===== config.mk =====
export PLATFORM = sky130hd
export DESIGN_NAME = uart_tx_cfg
export DESIGN_NICKNAME = d
export VERILOG_FILES = /design/src/rtl/uart_tx_cfg.sv
export SDC_FILE = /design/constraint.sdc
export NUM_CORES = 1
export LEC_CHECK = 0
export BUFFER_PORTS_ARGS = -buffer_cell sky130_fd_sc_hd__buf_2
export CORE_UTILIZATION = 25
export CTS_BUF_LIST = sky130_fd_sc_hd__clkbuf_8
export DETAILED_ROUTE_END_ITERATION = 16
export GPL_TIMING_DRIVEN = 0
export PLACE_DENSITY = 0.39
export SLEW_MARGIN = 40
export SYNTH_ARGS = -nofsm -noshare
export SYNTH_HDL_FRONTEND = slang
export SYNTH_SLANG_ARGS = --single-unit

===== constraint.sdc =====
create_clock -name clk_i -period 4.3 [get_ports clk_i]
set_clock_uncertainty 0.15 [all_clocks]
set_input_delay 0.43 -clock clk_i [delete_from_list [all_inputs] [get_ports clk_i]]
set_output_delay 0.43 -clock clk_i [all_outputs]
set_load 0.01 [all_outputs]

===== src/rtl/uart_tx_cfg.sv =====
// AXI-Stream UART transmitter with a per-frame runtime format (data bits, parity, stop bits, divider).
// The payload and every cfg_* input are captured on the handshake, so a frame never sees config changes.
module uart_tx_cfg #(
  parameter int DATA_WIDTH_MAX = 9,
  parameter int DIVIDER_WIDTH  = 32
) (
  input  logic                      clk_i,
  input  logic                      rst_i,
  input  logic [DATA_WIDTH_MAX-1:0] s_axis_tdata,
  input  logic                      s_axis_tvalid,
  output logic                      s_axis_tready,
  input  logic [DIVIDER_WIDTH-1:0]  cfg_clk_divider_i,
  input  logic [3:0]                cfg_data_bits_i,
  input  logic [2:0]                cfg_parity_mode_i,
  input  logic                      cfg_stop_bits_i,
  output logic                      uart_tx_o,
  output logic                      busy_o,
  output logic                      tx_done_o
);

  // state  | meaning
  // IDLE   | line high, ready for a payload
  // START  | start bit (low)
  // DATA   | data bits, LSB first
  // PARITY | parity bit (skipped when parity is none)
  // STOP   | one or two stop bits (high)
  typedef enum logic [2:0] {IDLE, START, DATA, PARITY, STOP} state_t;

  state_t                    state;
  logic [DIVIDER_WIDTH-1:0]  cnt, div_q, div_eff;
  logic [3:0]                n_q, n_eff, idx;
  logic [DATA_WIDTH_MAX-1:0] sr, data_masked;
  logic                      par_en, par_bit, par_en_q, par_q, two_stop_q, stop_idx;
  logic                      bit_end;

  always_comb begin
    div_eff = (cfg_clk_divider_i == '0) ? DIVIDER_WIDTH'(1) : cfg_clk_divider_i;
    if (cfg_data_bits_i < 4'd5)
      n_eff = 4'd5;
    else if (cfg_data_bits_i > 4'(DATA_WIDTH_MAX))
      n_eff = 4'(DATA_WIDTH_MAX);
    else
      n_eff = cfg_data_bits_i;
    for (int i = 0; i < DATA_WIDTH_MAX; i++)
      data_masked[i] = s_axis_tdata[i] & (i < int'(n_eff));
    par_en = (cfg_parity_mode_i >= 3'd1) && (cfg_parity_mode_i <= 3'd4);
    case (cfg_parity_mode_i)
      3'd1:    par_bit = ~^data_masked;
      3'd2:    par_bit = ^data_masked;
      3'd3:    par_bit = 1'b1;
      default: par_bit = 1'b0;
    endcase
  end

  assign bit_end = (cnt == div_q - DIVIDER_WIDTH'(1));

  always_ff @(posedge clk_i or posedge rst_i) begin
    if (rst_i) begin
      state         <= IDLE;
      cnt           <= '0;
      div_q         <= '0;
      n_q           <= '0;
      idx           <= '0;
      sr            <= '0;
      par_en_q      <= 1'b0;
      par_q         <= 1'b0;
      two_stop_q    <= 1'b0;
      stop_idx      <= 1'b0;
      uart_tx_o     <= 1'b1;
      s_axis_tready <= 1'b0;
      busy_o        <= 1'b0;
      tx_done_o     <= 1'b0;
    end else begin
      tx_done_o <= 1'b0;
      case (state)
        IDLE: begin
          uart_tx_o     <= 1'b1;
          busy_o        <= 1'b0;
          s_axis_tready <= 1'b1;
          if (s_axis_tvalid && s_axis_tready) begin
            div_q         <= div_eff;
            n_q           <= n_eff;
            sr            <= data_masked;
            par_en_q      <= par_en;
            par_q         <= par_bit;
            two_stop_q    <= cfg_stop_bits_i;
            cnt           <= '0;
            state         <= START;
            uart_tx_o     <= 1'b0;
            busy_o        <= 1'b1;
            s_axis_tready <= 1'b0;
          end
        end
        START: begin
          if (bit_end) begin
            cnt       <= '0;
            idx       <= '0;
            uart_tx_o <= sr[0];
            sr        <= sr >> 1;
            state     <= DATA;
          end else cnt <= cnt + DIVIDER_WIDTH'(1);
        end
        DATA: begin
          if (bit_end) begin
            cnt <= '0;
            if (idx == n_q - 4'd1) begin
              stop_idx <= 1'b0;
              if (par_en_q) begin
                uart_tx_o <= par_q;
                state     <= PARITY;
              end else begin
                uart_tx_o <= 1'b1;
                state     <= STOP;
              end
            end else begin
              idx       <= idx + 4'd1;
              uart_tx_o <= sr[0];
              sr        <= sr >> 1;
            end
          end else cnt <= cnt + DIVIDER_WIDTH'(1);
        end
        PARITY: begin
          if (bit_end) begin
            cnt       <= '0;
            uart_tx_o <= 1'b1;
            state     <= STOP;
          end else cnt <= cnt + DIVIDER_WIDTH'(1);
        end
        STOP: begin
          if (bit_end) begin
            cnt <= '0;
            // second stop bit reuses the bit counter rather than a 2D-wide compare
            if (two_stop_q && !stop_idx) begin
              stop_idx <= 1'b1;
            end else begin
              state         <= IDLE;
              tx_done_o     <= 1'b1;
              busy_o        <= 1'b0;
              s_axis_tready <= 1'b1;
            end
          end else cnt <= cnt + DIVIDER_WIDTH'(1);
        end
        default: state <= IDLE;
      endcase
    end
  end

endmodule

==> impl_metrics.json, run 1 <==
{
  "status": "complete, no violations",
  "synth_edf_count": 0,
  "antenna_found_initial": 0,
  "clock_path_buffers": 2,
  "grt_pass1_wl_microns": 29500,
  "synth_cell_types": 73,
  "cts.clk_slew.worst_paths_ns": 0.10,
  "ys_top_cells_by_area": "dfrtp_1 39%, nand2_1 8.2%, xnor2_1 5.4%",
  "synthMuxAreaShare_pct": 3.01,
  "area_growth_pct": 16.2,
  "finalHoldViolations": 0,
  "root_buffer": "clkbuf_8",
  "io_pins": 56,
  "dp_slack_ns": -0.140,
  "gp_congestion": 0.820,
  "period_minus_slack_ns": 3.94,
  "die_h_microns": 155,
  "die_w_microns": 155,
  "synth_warnings": 0,
  "final_nets": 814,
  "fmax_mhz": 254,
  "met2_usage_pct": 27.2,
  "slew_headroom_pct": 45.3,
  "power.density_mw_per_mm2": 554,
  "report.final.slew_viol_count": 0,
  "dpl.cell_count": 1057,
  "clock-sinks": 92,
  "rows": 55,
  "grt_pass1_vias": 5512,
  "finalCritPeriodShare_pct": 91.7,
  "detailroute.via_count": 5480,
  "dieArea_sq_mm": 0.0241,
  "ys_ff_latch": 92,
  "start_util_pct": 25.7,
  "required_ns": 4.42,
  "critPathLaunchType": "register",
  "tightest_slew_ns": 0.815,
  "worst_setup_path_end_kind": "register",
  "ir_drop_uv": 171,
  "core_region_area_sq_mm": 0.0228,
  "grt_max_degree": 61,
  "finalSetupViolCount": 0,
  "wl_per_cell_microns": 17.2,
  "syn_nets": 745,
  "seq_area_frac_synth_pct": 39.3,
  "synth_xor_area_share_pct": 10.2,
  "wirelength_microns": 18500,
  "syn_area_sq_mm": 0.00586,
  "synth_compound_area_share_pct": 15.0,
  "grt-ovfl-total": 0,
  "first_pass_iters": 4,
  "synth_cells": 689,
  "setup_ws_ns": 0.356,
  "drt_iter0_markers": 319,
  "ys.flop_type": "dfrtp_1",
  "cp.arrival_ns": 4.07,
  "fin_tns_setup_ns": 0,
  "ant_nets": 0,
  "gr-usage-met1_pct": 20.6,
  "hpwlAfterDp_microns": 14000,
  "cts_buffers": 9,
  "port-buffer-count": 54,
  "fin_util_pct": 29.8,
  "synth-async-reset-ratio_pct": 100,
  "max_cap_violations": 0,
  "n_antenna_cell": 0,
  "cp_max_fo": 10,
  "drive_gt1_share_pct": 13.9,
  "drc": 0,
  "track_usage_pct": 15.9,
  "use_met3_pct": 3.12,
  "busiest_layer": "met2",
  "synth_area_per_cell_sq_um": 8.51,
  "power_mw": 3.78,
  "worstSkewPairLatency_ns": 0.38,
  "tritoncts": "yes",
  "synth_top_family_by_area": "simple AND/OR/NAND/NOR gates",
  "rsz0062_at_grt": "no",
  "synth_simple_gate_area_share_pct": 27.4,
  "instances_no_fill": 1076,
  "vias_per_cell": 5.09,
  "synthDominantCellAreaShare_pct": 38.8,
  "hp-class": "in -> reg",
  "synthAdderAreaFrac_pct": 0.854,
  "synth_top_area_cell": "dfrtp_1",
  "setup.worst_path.class": "reg -> reg",
  "p_leak_nw": 2.90,
  "cts_max_level": 3
}
==> cells by family after synthesis <==
group                    after synthesis
AND/OR/NAND/NOR                      316
AO/OA/AOI/OAI                        134
flip-flops                            92
XOR/XNOR                              67
buffers and inverters                 60
multiplexers                          16
adder cells (fa/ha/maj)                4
==> cells in the final DEF, fill, tap and decap left out, drive strengths merged, types with 10 or more instances in the layout <==
| cell type | n |
|---|---|
| nand2 | 128 |
| or4 | 12 |
| nor4 | 18 |
| clkbuf | 45 |
| mux2 | 13 |
| inv | 21 |
| a31oi | 35 |
| a21oi | 10 |
| nor2 | 27 |
| buf | 63 |
| and3 | 13 |
| nand4 | 14 |
| xor2 | 30 |
| dfrtp | 91 |
| xnor2 | 36 |
| o21ai | 43 |
| or3 | 17 |
| nand3 | 29 |
| nor3 | 26 |
==> routing by layer <==
| layer | vias to the layer above | part of all wire, % |
|---|---|---|
| met5 | - | 0 |
| met4 | 0 | 1.1 |
| met3 | 13 | 3.8 |
| met2 | 129 | 48 |
| met1 | 2721 | 47 |
| li1 | 2617 | - |
==> what timing repair did <==
action | CTS | global route
cloned | 0 | 0
hold endpoints to repair | 32 | 0
resized for setup | 1 | 0
pin swaps | 0 | 0
buffers inserted | 0 | 2
hold buffers | 1 | 0
endpoints found under the setup margin | 35 | 18
==> worst max-delay path: stages, from the launching register on <==
cell and delay (ns):
dfrtp_1 0.45, inv_1 0.11, ha_1 0.27, nor3b_2 0.37, nand4_1 0.27, or4_4 0.57, a2111oi_2 0.30, nand4_1 0.15
nand4bb_1 0.19, buf_2 0.23, o21ai_4 0.38, mux2_2 0.39
==> layout make-up <==
class | count | area [sq um]
buffer | 39 | 163
sequential | 92 | 2300
multi-input combinational | 537 | 3330
clock inverter | 4 | 47.5
tap | 313 | 392
fill | 2519 | 16000
clock buffer | 12 | 165
inverter | 21 | 86.3
timing repair buffer | 58 | 323
==> where the power goes <==
group / internal [mW] / switching (mW) / total, mW
logic: 0.703 / 0.889 / 1.59
clock network: 0.315 / 0.330 / 0.645
registers: 1.17 / 0.374 / 1.54
total: 2.18 / 1.59 / 3.78
==> worst paths after layout <==
kind                                 startpoint          to  slack, ns  depth (start not counted)
worst min-delay path            cfg_stop_bits_i  two_stop_q       0.09                          3
worst max register to register         div_q[0]       sr[5]       0.36                         11
min in group asynchronous                 rst_i      idx[0]       0.40                          3
worst min register to register            sr[8]       sr[8]       0.36                          1
worst max-delay path                   div_q[0]       sr[5]       0.36                         11
max in group asynchronous                 rst_i   div_q[15]       2.98                          4
==> registers in the layout, summed over array words and instances, names as in the netlist <==
register	flops
uart_tx_o	1
div_q	32
state	3
par_q	1
idx	4
tx_done_o	1
stop_idx	1
sr	9
cnt	32
busy_o	1
s_axis_tready	1
par_en_q	1
n_q	4
two_stop_q	1
==> through the flow <==
| stage | area [sq um] | hold WS [ns] |
|---|---|---|
| after global routing | 6810 | 0.0537 |
| after CTS | 6790 | 0.0641 |
| after floorplan | 5860 | 0.300 |
| after global placement | 6520 | 0.333 |
| final | 6810 | 0.0899 |
| after detailed placement | 6570 | 0.269 |
==> cell usage after synthesis, types with 3 or more instances <==
cell type	n
o21ai_0	41
xnor2_1	36
a21oi_1	10
or3_1	16
nor3_1	26
clkbuf_1	33
a31oi_1	35
nor3b_1	5
and3_1	13
buf_2	4
o31ai_1	4
xor2_1	30
a22o_1	3
mux2_2	11
a21boi_0	3
dfrtp_1	91
nand3b_1	3
nand2b_1	5
inv_1	20
or4_1	10
and2_1	3
ha_1	4
o22ai_1	3
nor4_1	17
nand4_1	14
nor2_1	27
nand2_1	128
mux2i_1	3
nand4b_1	4
nand3_1	28
Power figures use the tool's default switching activity.
==> run 2, diff against run 1 <==
MAX_ROUTING_LAYER = met4   (was not set)
clock period = 4.65 ns   (was 4.3 ns; I/O delays follow)
==> run 2 against run 1 <==
Final cell count fell by 0.19%. Register-to-register slack improved by 0.11 ns. Non-clock buffer count fell by 2. Combinational power fell by 8%. Count of clock-buffer cells in the layout did not move. Critical path depth did not move. Sequential cell count did not move. Cell area fell by 0.22%. Utilization fell by 0.066 points. Critical path type unchanged. Largest cell class unchanged.
==> impl_metrics.json, run 2 (synthesized netlist as in run 1, its figures left out) <==
{
  "setup.worst_path.class": "reg -> reg",
  "drc": 0,
  "finalCritPeriodShare_pct": 89.9,
  "hold_start": "cfg_stop_bits_i",
  "first_pass_iters": 5,
  "multi_input_area_sq_mm": 0.00333,
  "wirelength_microns": 18500,
  "area_growth_pct": 16.0,
  "internal-power_mw": 2.02,
  "track_usage_pct": 16.3,
  "rows": 55,
  "worstSkewPairLatency_ns": 0.38,
  "n_antenna_cell": 0,
  "clkPwrFrac_pct": 17.2,
  "seq_area_sq_mm": 0.00230,
  "grt_pass1_wl_microns": 29500,
  "final_nets": 812,
  "vias_per_cell": 5.09,
  "ir_drop_uv": 157,
  "switching_share_pct": 42.3,
  "drt_iter0_markers": 312,
  "start_util_pct": 25.7,
  "max_cap_violations": 0,
  "min_to": "two_stop_q",
  "grt_max_degree": 61,
  "regToRegSetupSlack_ns": 0.47,
  "core_region_area_sq_mm": 0.0228,
  "period_minus_slack_ns": 4.18,
  "hpwlAfterDp_microns": 14000,
  "rsz0062_at_grt": "no",
  "hold_depth": 3,
  "grt-ovfl-total": 0,
  "finalHoldViolations": 0,
  "worstReg2RegEnd": "sr[5]",
  "critPathLaunchType": "register",
  "fin_util_pct": 29.8,
  "die_w_microns": 155,
  "report.final.slew_viol_count": 0,
  "cp.arrival_ns": 4.31,
  "tritoncts": "yes",
  "cts.clk_slew.worst_paths_ns": 0.10,
  "clock_path_buffers": 2,
  "worst_setup_path_end_kind": "register",
  "final_cell_mix": "128 x nand2_1, 91 x dfrtp_1, 58 x buf_2, 41 x o21ai_0, 36 x xnor2_1",
  "fillers": 2518,
  "cts_buffers": 9,
  "p_switching_mw": 1.48,
  "port-buffer-count": 54,
  "status": "complete, no violations",
  "dieArea_sq_mm": 0.0241,
  "clock-sinks": 92,
  "power.density_mw_per_mm2": 514,
  "reg_top3": "cnt (32), div_q (32), sr (9)",
  "hp-class": "in -> reg",
  "cts_max_level": 3,
  "detailroute.via_count": 5472,
  "wl_per_cell_microns": 17.3,
  "cp_max_fo": 10,
  "combPwrFrac_pct": 42.1,
  "finalSetupViolCount": 0,
  "required_ns": 4.78,
  "antenna_found_initial": 0,
  "gp_congestion": 0.832,
  "fmax_mhz": 239,
  "io_pins": 56,
  "die_h_microns": 155,
  "r2r_cells": 11,
  "ant_nets": 0,
  "fin_tns_setup_ns": 0,
  "rr_startpoint": "div_q[0]",
  "drive_gt1_share_pct": 13.7,
  "tightest_slew_ns": 0.814,
  "p_seq_share_pct": 40.7,
  "p_leak_nw": 2.89,
  "slew_headroom_pct": 45.4,
  "post-cts-setup-buffers": 0,
  "grt_pass1_vias": 5512,
  "root_buffer": "clkbuf_8",
  "final_common_cell": "nand2_1"
}
-- run 2: cell types whose count changed in the layout (fill, tap and decap cells not counted), sizes merged --
cell,before,now
buf,63,61
-- run 2: layer usage --
layer / vias to the layer above / share of wire [%] / global-route usage, %
met3: 12 / 4.6 / 3.12
met1: 2694 / 46 / 20.7
li1: 2615 / - / -
met2: 151 / 48 / 27.1
met5: - / 0 / -
met4: 0 / 0.99 / 3.25
-- run 2: layout make-up --
class | instances | share of cell area [%]
multi-input combinational | 537 | 49.0
inverter | 21 | 1.27
tap | 313 | 5.76
clock inverter | 4 | 0.699
timing repair buffer | 56 | 4.53
clock buffer | 12 | 2.43
buffer | 39 | 2.39
sequential | 92 | 33.9
-- run 2: metrics by stage --
step / setup WS (ns) / std cells / total power [mW] / area, sq um / hold WS (ns)
2_1_floorplan: 1.06 / 689 / 2.45 / 5860 / 0.300
3_3_place_gp: 0.307 / 1056 / 2.86 / 6520 / 0.333
3_5_place_dp: 0.210 / 1057 / 2.90 / 6570 / 0.304
5_1_grt: 0.229 / 1074 / 3.77 / 6800 / 0.0887
4_1_cts: 0.159 / 1074 / 3.52 / 6790 / 0.0991
6_report: 0.470 / 1074 / 3.50 / 6800 / 0.127
-- run 2: worst max-delay path by stage --
stage,startpoint,endpoint,slack (ns),cells past startpoint
after floorplan,div_q[0],sr[2],1.06,11
after global placement,div_q[0],sr[2],0.31,11
after detailed placement,div_q[0],sr[5],0.21,11
after CTS,div_q[0],sr[5],0.16,11
after global routing,div_q[0],cnt[16],0.23,12
final,div_q[0],sr[5],0.47,11
-- run 2: critical path, stage by stage, from the launching register on --
cell	delay (ns)
dfrtp_1	0.45
inv_1	0.11
ha_1	0.27
nor3b_2	0.39
nand4_1	0.43
or4_4	0.64
a2111oi_2	0.30
nand4_1	0.15
nand4bb_1	0.19
buf_2	0.23
o21ai_4	0.37
mux2_2	0.38
-- run 2: timing repair --
item / in CTS / in global routing
hold buffers: 1 / 0
hold endpoints to repair: 32 / 0
gates resized for setup: 0 / 1
endpoints found under the setup margin: 0 / 18
-- run 2: power groups by stage --
| stage | registers [mW] | clock network, mW | logic [mW] |
|---|---|---|---|
| 5_1_grt | 1.47 | 0.655 | 1.64 |
| 4_1_cts | 1.43 | 0.624 | 1.47 |
| 3_3_place_gp | 1.44 | 0 | 1.43 |
| 2_1_floorplan | 1.32 | 0 | 1.13 |
| 6_report | 1.42 | 0.601 | 1.47 |
| 3_5_place_dp | 1.44 | 0 | 1.46 |
